===== src/rtl/alu_ctrl_pkg.sv =====
// Shared constants for the ALU issue controller: ALU_control/bonus_control
// codes, ALUOp and funct encodings, and the issue FSM state encoding.
// Optional feature macro: BONUS_CMP_EN (adds the bonus compare functs).
package alu_ctrl_pkg;

  // ALU_control codes understood by the lab ALU
  localparam logic [3:0] CTRL_AND  = 4'b0000;
  localparam logic [3:0] CTRL_OR   = 4'b0001;
  localparam logic [3:0] CTRL_ADD  = 4'b0010;
  localparam logic [3:0] CTRL_SUB  = 4'b0110;
  localparam logic [3:0] CTRL_SLT  = 4'b0111;
  localparam logic [3:0] CTRL_SLL  = 4'b1000;
  localparam logic [3:0] CTRL_SRL  = 4'b1001;
  localparam logic [3:0] CTRL_NOR  = 4'b1100;
  localparam logic [3:0] CTRL_NAND = 4'b1101;

  // bonus_control codes; only meaningful together with CTRL_SLT
  localparam logic [2:0] BONUS_SLT = 3'b000;
  localparam logic [2:0] BONUS_SGT = 3'b001;
  localparam logic [2:0] BONUS_SLE = 3'b010;
  localparam logic [2:0] BONUS_SGE = 3'b011;
  localparam logic [2:0] BONUS_SNE = 3'b100;
  localparam logic [2:0] BONUS_SEQ = 3'b110;

  // ALUOp from the main control unit
  localparam logic [1:0] ALUOP_ADD   = 2'b00;
  localparam logic [1:0] ALUOP_SUB   = 2'b01;
  localparam logic [1:0] ALUOP_RTYPE = 2'b10;
  localparam logic [1:0] ALUOP_SLT   = 2'b11;

  // R-type funct field values
  localparam logic [5:0] FUNCT_SLL  = 6'h00;
  localparam logic [5:0] FUNCT_SRL  = 6'h02;
  localparam logic [5:0] FUNCT_ADD  = 6'h20;
  localparam logic [5:0] FUNCT_SUB  = 6'h22;
  localparam logic [5:0] FUNCT_AND  = 6'h24;
  localparam logic [5:0] FUNCT_OR   = 6'h25;
  localparam logic [5:0] FUNCT_NAND = 6'h26;
  localparam logic [5:0] FUNCT_NOR  = 6'h27;
  localparam logic [5:0] FUNCT_SLT  = 6'h2A;
  localparam logic [5:0] FUNCT_SGT  = 6'h38;
  localparam logic [5:0] FUNCT_SLE  = 6'h39;
  localparam logic [5:0] FUNCT_SGE  = 6'h3A;
  localparam logic [5:0] FUNCT_SEQ  = 6'h3B;
  localparam logic [5:0] FUNCT_SNE  = 6'h3C;

  typedef enum logic [1:0] {
    ST_IDLE = 2'd0,
    ST_EXEC = 2'd1,
    ST_DONE = 2'd2
  } state_e;

endpackage


===== src/rtl/alu_issue_decode.sv =====
// Purpose: combinational ALUOp/funct -> {ALU_control, bonus_control, illegal}.
// Latency: 0 cycles (pure combinational).  Backpressure: none, no state.
// Ports: alu_op/funct in; control(4), bonus(3), illegal(1) out.
// Macro BONUS_CMP_EN enables the SGT/SLE/SGE/SEQ/SNE functs; without it
// they decode as illegal and bonus is always 000.
module alu_issue_decode (
  input  logic [1:0] alu_op,
  input  logic [5:0] funct,
  output logic [3:0] control,
  output logic [2:0] bonus,
  output logic       illegal
);
  import alu_ctrl_pkg::*;

  always_comb begin
    control = CTRL_AND;
    bonus   = BONUS_SLT;
    illegal = 1'b0;
    case (alu_op)
      ALUOP_ADD: control = CTRL_ADD;
      ALUOP_SUB: control = CTRL_SUB;
      ALUOP_SLT: control = CTRL_SLT;
      default: begin
        case (funct)
          FUNCT_ADD:  control = CTRL_ADD;
          FUNCT_SUB:  control = CTRL_SUB;
          FUNCT_AND:  control = CTRL_AND;
          FUNCT_OR:   control = CTRL_OR;
          FUNCT_NOR:  control = CTRL_NOR;
          FUNCT_NAND: control = CTRL_NAND;
          FUNCT_SLT:  control = CTRL_SLT;
          FUNCT_SLL:  control = CTRL_SLL;
          FUNCT_SRL:  control = CTRL_SRL;
`ifdef BONUS_CMP_EN
          FUNCT_SGT: begin control = CTRL_SLT; bonus = BONUS_SGT; end
          FUNCT_SLE: begin control = CTRL_SLT; bonus = BONUS_SLE; end
          FUNCT_SGE: begin control = CTRL_SLT; bonus = BONUS_SGE; end
          FUNCT_SEQ: begin control = CTRL_SLT; bonus = BONUS_SEQ; end
          FUNCT_SNE: begin control = CTRL_SLT; bonus = BONUS_SNE; end
`endif
          default:    illegal = 1'b1;
        endcase
      end
    endcase
  end

endmodule


===== src/rtl/alu_issue_ctrl.sv =====
// Purpose: initiator side of the 32-bit ALU; decodes, issues one op, captures result.
// Latency: accept at edge N -> out_valid_o seen at edge N+2 (N+1 if illegal decode).
// Backpressure: in_ready_o only in IDLE; response held in DONE until out_ready_i.
// Ports: in_valid_i/in_ready_o request handshake with alu_op_i, funct_i, src1_i,
//   src2_i; alu_* drive the ALU and alu_result_i/zero/cout/overflow come back;
//   out_valid_o/out_ready_i response handshake with out_result_o and flags,
//   out_illegal_o; op_cnt_o counts accepted requests (wraps).
// Macro BONUS_CMP_EN (in alu_issue_decode) enables the bonus compare functs.
module alu_issue_ctrl #(
  parameter int CNT_W = 16
) (
  input  logic             clk_i,
  input  logic             rst_i,
  input  logic             in_valid_i,
  output logic             in_ready_o,
  input  logic [1:0]       alu_op_i,
  input  logic [5:0]       funct_i,
  input  logic [31:0]      src1_i,
  input  logic [31:0]      src2_i,
  output logic             alu_rst_n_o,
  output logic [31:0]      alu_src1_o,
  output logic [31:0]      alu_src2_o,
  output logic [3:0]       alu_control_o,
  output logic [2:0]       alu_bonus_o,
  input  logic [31:0]      alu_result_i,
  input  logic             alu_zero_i,
  input  logic             alu_cout_i,
  input  logic             alu_overflow_i,
  output logic             out_valid_o,
  input  logic             out_ready_i,
  output logic [31:0]      out_result_o,
  output logic             out_zero_o,
  output logic             out_cout_o,
  output logic             out_overflow_o,
  output logic             out_illegal_o,
  output logic [CNT_W-1:0] op_cnt_o
);
  import alu_ctrl_pkg::*;

  state_e     state_q;
  state_e     state_d;
  logic [3:0] dec_control;
  logic [2:0] dec_bonus;
  logic       dec_illegal;
  logic       accept;

  alu_issue_decode u_decode (
    .alu_op  (alu_op_i),
    .funct   (funct_i),
    .control (dec_control),
    .bonus   (dec_bonus),
    .illegal (dec_illegal)
  );

  // Ready is masked by reset so every output reads 0 while rst_i is high.
  assign in_ready_o  = (state_q == ST_IDLE) && !rst_i;
  assign accept      = in_valid_i && in_ready_o;
  // Decoded from the async-reset state register, so it drops with rst_i.
  assign out_valid_o = (state_q == ST_DONE);
  assign alu_rst_n_o = ~rst_i;

  always_comb begin
    state_d = state_q;
    case (state_q)
      ST_IDLE: if (accept) state_d = dec_illegal ? ST_DONE : ST_EXEC;
      ST_EXEC: state_d = ST_DONE;
      ST_DONE: if (out_ready_i) state_d = ST_IDLE;
      default: state_d = ST_IDLE;
    endcase
  end

  always_ff @(posedge clk_i or posedge rst_i) begin
    if (rst_i) state_q <= ST_IDLE;
    else       state_q <= state_d;
  end

  // ALU-facing registers move only on a legal accept; an illegal op leaves
  // the ALU looking at the previous operation.
  always_ff @(posedge clk_i or posedge rst_i) begin
    if (rst_i) begin
      alu_src1_o    <= '0;
      alu_src2_o    <= '0;
      alu_control_o <= CTRL_AND;
      alu_bonus_o   <= BONUS_SLT;
    end else if (accept && !dec_illegal) begin
      alu_src1_o    <= src1_i;
      alu_src2_o    <= src2_i;
      alu_control_o <= dec_control;
      alu_bonus_o   <= dec_bonus;
    end
  end

  always_ff @(posedge clk_i or posedge rst_i) begin
    if (rst_i)       op_cnt_o <= '0;
    else if (accept) op_cnt_o <= op_cnt_o + CNT_W'(1);
  end

  // Response capture: zeroed result on illegal accept, ALU sample at the
  // end of EXEC. Nothing changes in DONE, so out_* hold under backpressure.
  always_ff @(posedge clk_i or posedge rst_i) begin
    if (rst_i) begin
      out_result_o   <= '0;
      out_zero_o     <= 1'b0;
      out_cout_o     <= 1'b0;
      out_overflow_o <= 1'b0;
      out_illegal_o  <= 1'b0;
    end else if (accept && dec_illegal) begin
      out_result_o   <= '0;
      out_zero_o     <= 1'b0;
      out_cout_o     <= 1'b0;
      out_overflow_o <= 1'b0;
      out_illegal_o  <= 1'b1;
    end else if (state_q == ST_EXEC) begin
      out_result_o   <= alu_result_i;
      out_zero_o     <= alu_zero_i;
      out_cout_o     <= alu_cout_i;
      out_overflow_o <= alu_overflow_i;
      out_illegal_o  <= 1'b0;
    end
  end

endmodule


===== config.mk =====
export PLATFORM = sky130hd
export DESIGN_NAME = alu_issue_ctrl
export DESIGN_NICKNAME = d
export VERILOG_FILES = /design/src/rtl/alu_ctrl_pkg.sv /design/src/rtl/alu_issue_decode.sv /design/src/rtl/alu_issue_ctrl.sv
export SDC_FILE = /design/constraint.sdc
export NUM_CORES = 1
export LEC_CHECK = 0
export BUFFER_PORTS_ARGS = -buffer_cell sky130_fd_sc_hd__buf_2
export CORE_ASPECT_RATIO = 2
export CORE_MARGIN = 3
export CORE_UTILIZATION = 40
export CTS_CLUSTER_DIAMETER = 50
export CTS_CLUSTER_SIZE = 14
export DETAILED_ROUTE_END_ITERATION = 7
export PLACE_DENSITY_LB_ADDON = 0.05
export SLEW_MARGIN = 20
export SYNTH_ARGS = -nofsm -noshare
export SYNTH_HDL_FRONTEND = slang
export SYNTH_HIERARCHICAL = 1
export SYNTH_SLANG_ARGS = --single-unit

===== constraint.sdc =====
create_clock -name clk_i -period 3.4 [get_ports clk_i]
set_input_delay 0.34 -clock clk_i [delete_from_list [all_inputs] [get_ports clk_i]]
set_output_delay 0.34 -clock clk_i [all_outputs]
set_load 0.05 [all_outputs]

# ---- Word-level counts from Yosys, hierarchy flattened
# Index checks and enable logic that the tools add are counted.
dict set report totals {
  elab_cells 57
  output_inout_bits 126
  reg_bits 122
  input_bits 111
}
dict set report classes {
  bitwise_logic 1
  n_eq_ne 14
  muxes 18
  addsub 1
  n_reduce_logical 13
}
# cell count
set ops {}
lappend ops {{$mux W32} 2}
lappend ops {{$eq A6 B6 Y1 const B} 7}
lappend ops {{$pmux W4 S8} 1}
lappend ops {{$add A16 B1 Y16 const B} 1}
lappend ops {{$pmux W4 S3} 1}
lappend ops {{$mux W1} 10}
lappend ops {{$reduce_or A9 Y1} 1}
lappend ops {{$eq A6 B2 Y1 const B} 1}
lappend ops {{$logic_not A6 Y1} 1}
lappend ops {{$mux W2} 3}
lappend ops {{$pmux W2 S3} 1}
lappend ops {{$eq A2 B1 Y1 const B} 2}
lappend ops {{$eq A2 B2 Y1 const B} 2}
lappend ops {{$logic_and A1 B1 Y1} 4}
lappend ops {{$logic_not A2 Y1} 2}
lappend ops {{$reduce_or A3 Y1} 1}
lappend ops {{$logic_not A1 Y1} 2}
lappend ops {{$ne A2 B1 Y1 const B} 1}
lappend ops {{$ne A2 B2 Y1 const B} 1}
lappend ops {{$reduce_and A2 Y1} 1}
lappend ops {{$reduce_bool A2 Y1} 1}
lappend ops {{$not A1 Y1} 1}

# ---- Longest topological paths before layout
# Gate-level depths: netlist of run 1.
dict set report logic_depth {
  depth_word 7
  depth_mapped 8
  mapped_depth_nobuf 5
}

# ---- Modules after synthesis
# Netlist of run 1, hierarchy kept.
# module instances seq_area_each_um2 area_each_um2 cells_per_inst
set modules_own_cells {}
lappend modules_own_cells {alu_issue_ctrl 1 3128.0 5213.8 375}
lappend modules_own_cells {alu_issue_decode 1 0.0 241.5 33}

# ---- Worst setup path after synthesis of run 1
# Ideal clock, no wire load.
dict set report synth_timing {
  kind {input-to-output}
  start {in rst_i}
  end {out alu_rst_n_o}
  path_stages 1
  path_buffers 0
  path_slack_ps -134
  arrival_ps 3194
  t_required_ps 3060
  path_cell_list {inv_1}
}
dict set report synth_between {
  elab_chain_cells 1
}
# item line
set synth_lines {}
lappend synth_lines {{start, declared} alu_issue_ctrl.sv:13} ;# input logic rst_i,
lappend synth_lines {{$not A1 Y1} alu_issue_ctrl.sv:60} ;# assign alu_rst_n_o = ~rst_i;
lappend synth_lines {{end, declared} alu_issue_ctrl.sv:20} ;# output logic alu_rst_n_o,
# Every way passes these cells.

# ---- Worst setup path after layout of run 1
dict set report layout_timing {
  start {reg state_q[0]}
  end {reg alu_src1_o[17]}
}
dict set report layout_between {
  elab_chain_cells 4
}
# item line
set layout_lines {}
lappend layout_lines {{start, declared} alu_issue_ctrl.sv:40} ;# state_e state_q;
lappend layout_lines {{start signal, assigned} alu_issue_ctrl.sv:74} ;# else state_q <= state_d;
lappend layout_lines {{$logic_not A2 Y1} alu_issue_ctrl.sv:56} ;# assign in_ready_o = (state_q == ST_IDLE) && !rst_i;
lappend layout_lines {{$logic_and A1 B1 Y1} alu_issue_ctrl.sv:56}
lappend layout_lines {{$logic_and A1 B1 Y1} alu_issue_ctrl.sv:57} ;# assign accept = in_valid_i && in_ready_o;
lappend layout_lines {{$logic_and A1 B1 Y1} alu_issue_ctrl.sv:85} ;# end else if (accept && !dec_illegal) begin
lappend layout_lines {{end signal, assigned} alu_issue_ctrl.sv:86} ;# alu_src1_o <= src1_i;
lappend layout_lines {{end, declared} alu_issue_ctrl.sv:21} ;# output logic [31:0] alu_src1_o,
# Every way passes these cells.
# A chain may end at the register's enable or synchronous reset.

==> metrics.txt, run 1 <==
maximum number of pins on one net before global-route repair 126; peak clock frequency supported by timing 0.473 GHz; number of placement rows 59; Crit Path Class register to register; series of cell instances along the critical path nor4b_4, buf_4, and2b_4, buf_4, mux2_4; Post-Route Setup TNS 0 ps; setup repair after global routing missed its margin no; placeable core area 13200 µm²; family with the most delay on the worst path buffers and inverters; number of antenna-violating nets in the routed design 0; register clock-pin slew on the reported worst setup and hold paths 60 ps; Final Hold Vio Count 0; number of top-level design ports 237; global-route wire length before repair 21.3 mm; Cell Count Post-Placement 779; prevailing post-synth register cell dfrtp_1; Overall Global Routing Usage 18.6%; Post-Syn Area per Cell 13.4 µm²; grt total ovfl 0; aggregate routed wire length 14.0 mm; count of buffer and inverter cells on the critical path 2; number of clock buffers inserted by TritonCTS 17; post-synthesis cell count 408; class of the worst hold path input pin to register; areal power density over the cells 980 nW/µm²; number of cells on the critical path 5; initial core utilization 41.3%; number of hold-repair buffers added at the cts stage 0; cell type with the highest occurrence count on the critical path buf_4; full die area 15200 µm²; data arrival time of the critical path 2400 ps; Peak supply drop 504 µV; vertical extent of the die 171 µm; Slowest-stage cell, CP buf_4; P_sw 3.10 mW; highest cell delay on the worst timing path 460 ps; cell at the root of the clock tree clkbuf_16; Leakage Power 3.80 nW; share of synthesized area occupied by flip-flops and latches 57.3%; DP Wirelength 10.2 mm; post-CTS setup buffers 0; final critical-path share of the clock period 62.2%; yosys warns 6; Cells on Worst Hold Path 2; maxcap violations 0; share of total power consumed by net switching 43.3%; Avg Vias per Cell 4.82; Critical Path End Type register; cts repair resizes 0; CTS tree yes; proportion of register bits with asynchronous set or reset after synthesis 100%; residual DRC count 0; layout overhead on the synthesized area 33.9%; drt first-iter violations 157; First-pass DRT Iterations 4; Net count, final 758; ant diodes 0; worst-case reg-to-reg path depth 5; part of the power in the clock network 27.1%; via count 3912; number of antenna violations at the first check in global routing 0; insertion delay of the later-clocked pin in the worst-skew pair 410 ps; ratio of cells with drive above 1 in the final layout 53.6%; outcome finished, final reports clean; vias in the first global route 4036; worst max-slew margin expressed relative to the limit 55.7%; cell internal power dissipation 4.06 mW; #FFs+latches synth 125; cell area after synthesis 5460 µm²; die span in x 88.6 µm; number of clock sinks 125; number of slew-limit violations in the final report 0; part of the power in combinational logic 42.1%; worst-path maximum fanout 26; largest buffer count on any clock path 2; Worst Skew 7.60 ps; data required time of the worst path 3680 ps; distinct cell type count of the synthesized netlist 43; Min Clock Period, post-route 2120 ps; number of synthesized flops with an enable pin 0; Flop pwr share 30.8%; non-filler cells, final 811; worst-margin pin slew 664 ps; final weighted congestion in routability-driven placement 0.757; setup violation total in the final timing report 0; routed wire length per instance 17.3 µm; H-tree lvl count 4; number of buffer cells added on primary ports 236; element type at the critical path start register
## kinds of logic (layout without fill, tap and decap cells)
family	Yosys count	after routing	share of synthesized area [%]
compound gates	46	46	4.89
fa+ha+maj	1	1	0.229
flops	125	125	57.3
simple gates	116	116	10.3
other cells	1	3	0.0687
mux	72	72	19.6
xor+xnor	16	16	2.57
buf+inv	31	280	5.00
## sequential cells by signal, indices dropped and copies added, names as in the netlist
name and count:
alu_bonus_o 3, state_q 2, alu_control_o 4, out_cout_o 1, out_overflow_o 1, out_zero_o 1, out_result_o 32, out_illegal_o 1
alu_src2_o 32, op_cnt_o 16, alu_src1_o 32
## layer usage
metal / vias up / GRT usage (%) / share of wire (%)
met3: 26 / 5.25 / 6.2
met1: 1881 / 19.9 / 38
met2: 149 / 33.3 / 53
met4: 0 / 8.09 / 3.1
met5: - / 0 / 0
li1: 1856 / - / -
## power groups by stage
stage	Combinational, mW	Clock [mW]	Sequential, mW
6_report	3.02	1.94	2.20
5_1_grt	3.15	2.06	2.27
4_1_cts	3.05	1.99	2.21
3_5_place_dp	3.05	0	2.23
3_3_place_gp	3.02	0	2.22
2_1_floorplan	0.732	0	3.81
## metrics by stage
step           total power, mW  hold slack [ps]  utilization (%)  setup slack [ps]  cell area, µm²
3_3_place_gp              5.24              458             50.4              1050            6670
5_1_grt                   7.49              136             55.3              1200            7310
3_5_place_dp              5.27              458             50.4              1030            6670
2_1_floorplan             4.55              471                -              1030            5470
4_1_cts                   7.25              140             55.3              1270            7310
6_report                  7.16              159             55.3              1280            7310
## final cells by class
| class | count | area [µm²] |
|---|---|---|
| tap | 152 | 190 |
| multi-input combinational | 254 | 2070 |
| timing repair buffer | 243 | 1260 |
| fill | 1164 | 5910 |
| sequential | 125 | 3130 |
| clock inverter | 12 | 184 |
| clock buffer | 20 | 457 |
| inverter | 5 | 22.5 |
## synthesized netlist by cell type (all sizes together), types with 2 or more instances
cell	n	area, µm²
nor2	4	15.0
and4	3	26.3
and3	3	18.8
nor2b	2	12.5
mux2	72	1070
dfrtp	125	3130
xor2	7	61.3
buf	18	224
nor4	2	12.5
and2b	3	22.5
nand2	79	297
o211ai	2	20.0
inv	5	18.8
nor4b	2	32.5
nor3	3	15.0
clkbuf	8	30.0
xnor2	9	78.8
a21oi	36	180
nand2b	3	18.8
nand4	5	31.3
## worst paths after layout
kind                                           endpoint                     start  slack (ps)
hold / removal               alu_src2_o[13]$_DFFE_PP0P_                src2_i[13]         160
setup reg to reg             alu_src1_o[17]$_DFFE_PP0P_    state_q[0]$_DFFE_PP0P_        1280
setup / recovery             alu_src1_o[17]$_DFFE_PP0P_    state_q[0]$_DFFE_PP0P_        1280
min in group asynchronous    alu_src1_o[14]$_DFFE_PP0P_                     rst_i         240
hold reg to reg                op_cnt_o[15]$_DFFE_PP0P_  op_cnt_o[15]$_DFFE_PP0P_         470
max in group asynchronous  out_result_o[22]$_DFFE_PP0P_                     rst_i        2670
## cell usage in the layout, fill, tap and decap left out, types with 2 or more instances in the layout
cell        synthesis  routed
xnor2_1             9       9
inv_1               5       4
nand4_1             5       5
xor2_1              7       7
mux2_2              3       3
and2b_1             3       2
clkbuf_8            0       2
dfrtp_1           125     125
conb_1              1       3
clkbuf_16           0      17
and4_1              3       3
clkinv_4            0       3
buf_4               3       5
a21oi_1            36      36
nor2_1              4       4
inv_6               0       2
nand2_1            79      79
mux2_4             69      69
buf_12              8       2
nor4_1              2       2
bufinv_16           0       4
clkinvlp_4          0       3
nor3_1              3       3
nand2b_1            3       3
and3_1              3       3
buf_2               6     236
Note: power is estimated with default switching activity, not from simulation.
==> run 2: changes to the inputs <==
==> constraint.sdc (replaced) <==
create_clock -name clk_i -period 2.1 [get_ports clk_i]
set_input_delay 0.21 -clock clk_i [delete_from_list [all_inputs] [get_ports clk_i]]
set_output_delay 0.21 -clock clk_i [all_outputs]
set_load 0.05 [all_outputs]
==> metrics.txt, run 2 (synthesis results as in run 1) <==
residual DRC count 0; Worst Skew 9.71 ps; met1 global-route usage 20.5%; vias in the first global route 4127; placeable core area 13200 µm²; setup violation total in the final timing report 0; number of clock buffers inserted by TritonCTS 17; worst max-slew margin expressed relative to the limit 56.4%; grt total ovfl 0; Final Hold Vio Count 0; GR met3 Demand/Resource 5.35%; maximum number of pins on one net before global-route repair 123; final weighted congestion in routability-driven placement 0.773; drt first-iter violations 117; worst hold path endpoint alu_src2_o[16]$_DFFE_PP0P_; Hold Slack 37.5 ps; reg-to-reg slack, setup 360 ps; Min Clock Period, post-route 1740 ps; cts repair resizes 0; insertion delay of the later-clocked pin in the worst-skew pair 400 ps; element type at the critical path start input pin; setup repair after global routing missed its margin no; maxcap violations 0; capturing point of the worst reg2reg path alu_src1_o[12]$_DFFE_PP0P_; Crit Path Class input pin to register; class of the worst hold path input pin to register; routed wire length per instance 17.0 µm; Cells on Worst Hold Path 2; H-tree lvl count 4; number of antenna-violating nets in the routed design 0; ratio of cells with drive above 1 in the final layout 53.6%; busiest grt layer met2; die span in x 88.6 µm; largest registers ranked by flip-flop count alu_src1_o: 32 flops, alu_src2_o: 32 flops, out_result_o: 32 flops; Net count, final 761; Avg Vias per Cell 4.91; largest buffer count on any clock path 2; Overall Global Routing Usage 18.5%; cell at the root of the clock tree clkbuf_16; layout overhead on the synthesized area 35.4%; start of the worst register-to-register path state_q[1]$_DFFE_PP0P_; Leakage Power 3.83 nW; data required time of the worst path 2380 ps; global-route track usage on met2 31.5%; peak clock frequency supported by timing 0.576 GHz; register clock-pin slew on the reported worst setup and hold paths 60 ps; DP Wirelength 10.1 mm; aggregate routed wire length 13.8 mm; non-filler cells, final 816; Critical Path End Type register; leading cell type in the layout, fill and taps excluded buf_2; critical path startpoint rst_i; worst-margin pin slew 654 ps; outcome finished, final reports clean; worst-path maximum fanout 34; most used cells in the layout excluding fill and tap cells buf_2, dfrtp_1, nand2_1; number of placement rows 59; areal power density over the cells 1580 nW/µm²; final critical-path share of the clock period 82.7%; number of antenna violations at the first check in global routing 2; number of top-level design ports 237; global-route wire length before repair 21.4 mm; number of buffer cells added on primary ports 236; hold wc startpoint src2_i[16]; CTS tree yes; First-pass DRT Iterations 4; data arrival time of the critical path 2010 ps; number of slew-limit violations in the final report 0; vertical extent of the die 171 µm; post-CTS setup buffers 0; Peak supply drop 781 µV; via count 4008; worst-case reg-to-reg path depth 4; number of clock sinks 125; full die area 15200 µm²; Cell Count Post-Placement 781; initial core utilization 41.3%
-- run 2: critical path: stages --
cell           delay (ps)
dlygate4sd3_1         530
buf_2                 160
nor4b_4               250
and2b_4               240
buf_12                260
mux2_4                330
-- run 2: how the worst max path moves through the flow --
stage               slack (ps)  depth (start not counted)                    endpoint
finish                     360                          6  alu_src1_o[12]$_DFFE_PP0P_
global route               210                          5     op_cnt_o[7]$_DFFE_PP0P_
CTS                        330                          5     op_cnt_o[7]$_DFFE_PP0P_
detailed placement         120                          7  alu_src2_o[29]$_DFFE_PP0P_
global placement           150                          7   alu_src1_o[0]$_DFFE_PP0P_
floorplan                  -10                          1                 alu_rst_n_o
-- run 2: repair_timing --
item                                   in CTS  in global routing
setup endpoints to repair                   0                  0
endpoints found under the hold margin       3                  0
hold buffers                                1                  0
-- run 2: final cells by class --
cell class | instances | area, µm²
diodes | 2 | 5.00
clock buffers | 20 | 457
clock inverters | 12 | 209
fillers | 1180 | 5830
inverters | 5 | 22.5
multi-input cells | 254 | 2070
flip-flops and latches | 125 | 3130
well taps | 152 | 190
repair buffers | 246 | 1310
-- run 2: report_power, final --
group	total [mW]	internal (mW)	switching, mW
clock	3.26	2.18	1.07
combinational	4.89	1.38	3.51
sequential	3.56	3.14	0.418
-- run 2: stage by stage --
| stage | worst slack [ps] | instance area [µm²] | TNS (ps) | util [%] | power (mW) |
|---|---|---|---|---|---|
| 6_report | 363 | 7390 | 0 | 55.9 | 11.7 |
| 5_1_grt | 208 | 7390 | 0 | 55.9 | 12.2 |
| 4_1_cts | 328 | 7380 | 0 | 55.9 | 11.9 |
| 3_5_place_dp | 122 | 6710 | 0 | 50.8 | 8.53 |
| 3_3_place_gp | 149 | 6710 | 0 | 50.8 | 8.48 |
| 2_1_floorplan | -11.3 | 5470 | -11.3 | - | 7.36 |
-- run 2: layer usage --
layer	routed length, µm	vias up
met5	0	-
met4	527	0
met3	961	29
met2	7300	157
met1	5050	1952
li1	-	1870
==> run 3: changes to the inputs <==
==> constraint.sdc (replaced) <==
create_clock -name clk_i -period 1.4 [get_ports clk_i]
set_input_delay 0.14 -clock clk_i [delete_from_list [all_inputs] [get_ports clk_i]]
set_output_delay 0.14 -clock clk_i [all_outputs]
set_load 0.05 [all_outputs]
==> metrics.txt, run 3 (synthesis results as in run 1) <==
DP Wirelength 10.6 mm; ant diodes 0; post-layout total power 17.3 mW; element type at the critical path start register; largest registers ranked by flip-flop count alu_src1_o: 32 flops, alu_src2_o: 32 flops, out_result_o: 32 flops; violated checks setup timing; leading cell type in the layout, fill and taps excluded buf_2; layout overhead on the synthesized area 58.6%; number of buffer cells added on primary ports 236; Post-Route Utilization 65.5%; vertical extent of the die 171 µm; Post-Route Setup TNS -21750 ps; peak clock frequency supported by timing 0.601 GHz; ratio of cells with drive above 1 in the final layout 52.7%; worst-margin pin slew 697 ps; class of the worst hold path input pin to asynchronous set/reset pin; Final Hold Vio Count 0; number of antenna violations at the first check in global routing 0; count of buffer and inverter cells on the critical path 1; residual DRC count 0; insertion delay of the later-clocked pin in the worst-skew pair 400 ps; most used cells in the layout excluding fill and tap cells buf_2, dfrtp_1, dlygate4sd3_1; Min Clock Period, post-route 1660 ps; data arrival time of the critical path 1950 ps; number of slew-limit violations in the final report 0; largest buffer count on any clock path 2; series of cell instances along the critical path nor4b_4, and2b_4, buf_12, mux2_4; Worst Skew 8.04 ps; drt first-iter violations 126; capturing point of the worst reg2reg path alu_src2_o[9]$_DFFE_PP0P_; Leakage Power 4.34 nW; number of clock sinks 125; worst-case reg-to-reg path depth 4; worst-path maximum fanout 26; areal power density over the cells 2000 nW/µm²; worst max-slew margin expressed relative to the limit 53.5%; register clock-pin slew on the reported worst setup and hold paths 60 ps; outcome complete, but fails checks; number of antenna-violating nets in the routed design 0; aggregate routed wire length 15.8 mm; via count 4509; placeable core area 13200 µm²; CTS tree yes; Avg Vias per Cell 4.82; setup repair after global routing missed its margin yes; number of clock buffers inserted by TritonCTS 17; final critical-path share of the clock period 119%; grt total ovfl 0; area taken by flip-flops and latches 3130 µm²; Net count, final 882; Peak supply drop 1290 µV; maxcap violations 0; highest cell delay on the worst timing path 400 ps; fill cell total of the finished layout 1022; reg-to-reg slack, setup -260 ps; Slowest-stage cell, CP dfrtp_1; start of the worst register-to-register path state_q[1]$_DFFE_PP0P_; cell at the root of the clock tree clkbuf_16; Overall Global Routing Usage 21.3%; initial core utilization 41.3%; Critical Path End Type register; total area of multi-input combinational cells 2210 µm²; vias in the first global route 4880; maximum number of pins on one net before global-route repair 126; First-pass DRT Iterations 4; die span in x 88.6 µm; data required time of the worst path 1690 ps; routed wire length per instance 16.9 µm; Area after DPL 7010 µm²; post-route cell area 8650 µm²; number of top-level design ports 237; family with the most delay on the worst path simple AND/OR/NAND/NOR gates; full die area 15200 µm²; Crit Path Class register to register; global-route wire length before repair 24.7 mm; setup violation total in the final timing report 118; post-route worst setup slack -264 ps; number of placement rows 59; final weighted congestion in routability-driven placement 0.775; H-tree lvl count 4; pre-CTS WS -493 ps
## run 3: cell types whose count changed in the layout (fill, tap and decap cells not counted), moves of 3 or more
cell and change:
a21oi_1 -30, a21oi_2 +30, buf_12 +3, buf_4 +16, bufinv_16 -5, dlygate4sd3_1 +99
inv_6 +3
## run 3: cell type report
class | count | area share, %
Clock buffer | 18 | 5.07
Sequential cell | 125 | 36.1
Multi-Input combinational cell | 254 | 25.5
Inverter | 5 | 0.260
Tap cell | 152 | 2.20
Timing Repair Buffer | 367 | 29.5
Clock inverter | 14 | 1.27
## run 3: what timing repair did
item / 4_1_cts / 5_1_grt
buffers inserted: 0 / 3
resized for setup: 11 / 6
pin swaps: 1 / 1
gates cloned: 1 / 0
setup endpoints to repair: 119 / 121
hold buffers: 100 / 0
hold endpoints to repair: 100 / 0
## run 3: worst max-delay path by stage
| stage | startpoint | endpoint | slack [ps] | cells past startpoint |
|---|---|---|---|---|
| floorplan | rst_i | alu_rst_n_o | -570 | 1 |
| global placement | funct_i[4] | alu_src2_o[9]$_DFFE_PP0P_ | -460 | 7 |
| detailed placement | funct_i[4] | alu_src2_o[13]$_DFFE_PP0P_ | -490 | 7 |
| CTS | state_q[1]$_DFFE_PP0P_ | alu_src2_o[27]$_DFFE_PP0P_ | -290 | 4 |
| global route | state_q[1]$_DFFE_PP0P_ | alu_src2_o[27]$_DFFE_PP0P_ | -330 | 4 |
| finish | state_q[1]$_DFFE_PP0P_ | alu_src2_o[9]$_DFFE_PP0P_ | -260 | 4 |
## run 3: worst register-to-register path, stage by stage, from the launching register on
cell	delay (ps)
dfrtp_1	400
nor4b_4	300
and2b_4	260
buf_12	230
mux2_4	350
## run 3: report_power, final
group	switching, mW	internal [mW]
clock network	1.70	2.34
logic	5.44	2.45
registers	0.670	4.72
total	7.81	9.50
## run 3: metrics by stage
step           hold WS (ps)  instances
6_report               75.7        935
5_1_grt                 178        935
4_1_cts                 158        933
3_5_place_dp            374        800
3_3_place_gp            372        800
2_1_floorplan           270        410
## run 3: per-layer routing
metal	vias to the layer above	global-route usage, %	part of all wire (%)
met5	-	0	0
met4	0	9.87	3.7
met3	37	5.78	5.9
met2	183	37.3	53
met1	2176	23.3	37
li1	2113	-	-
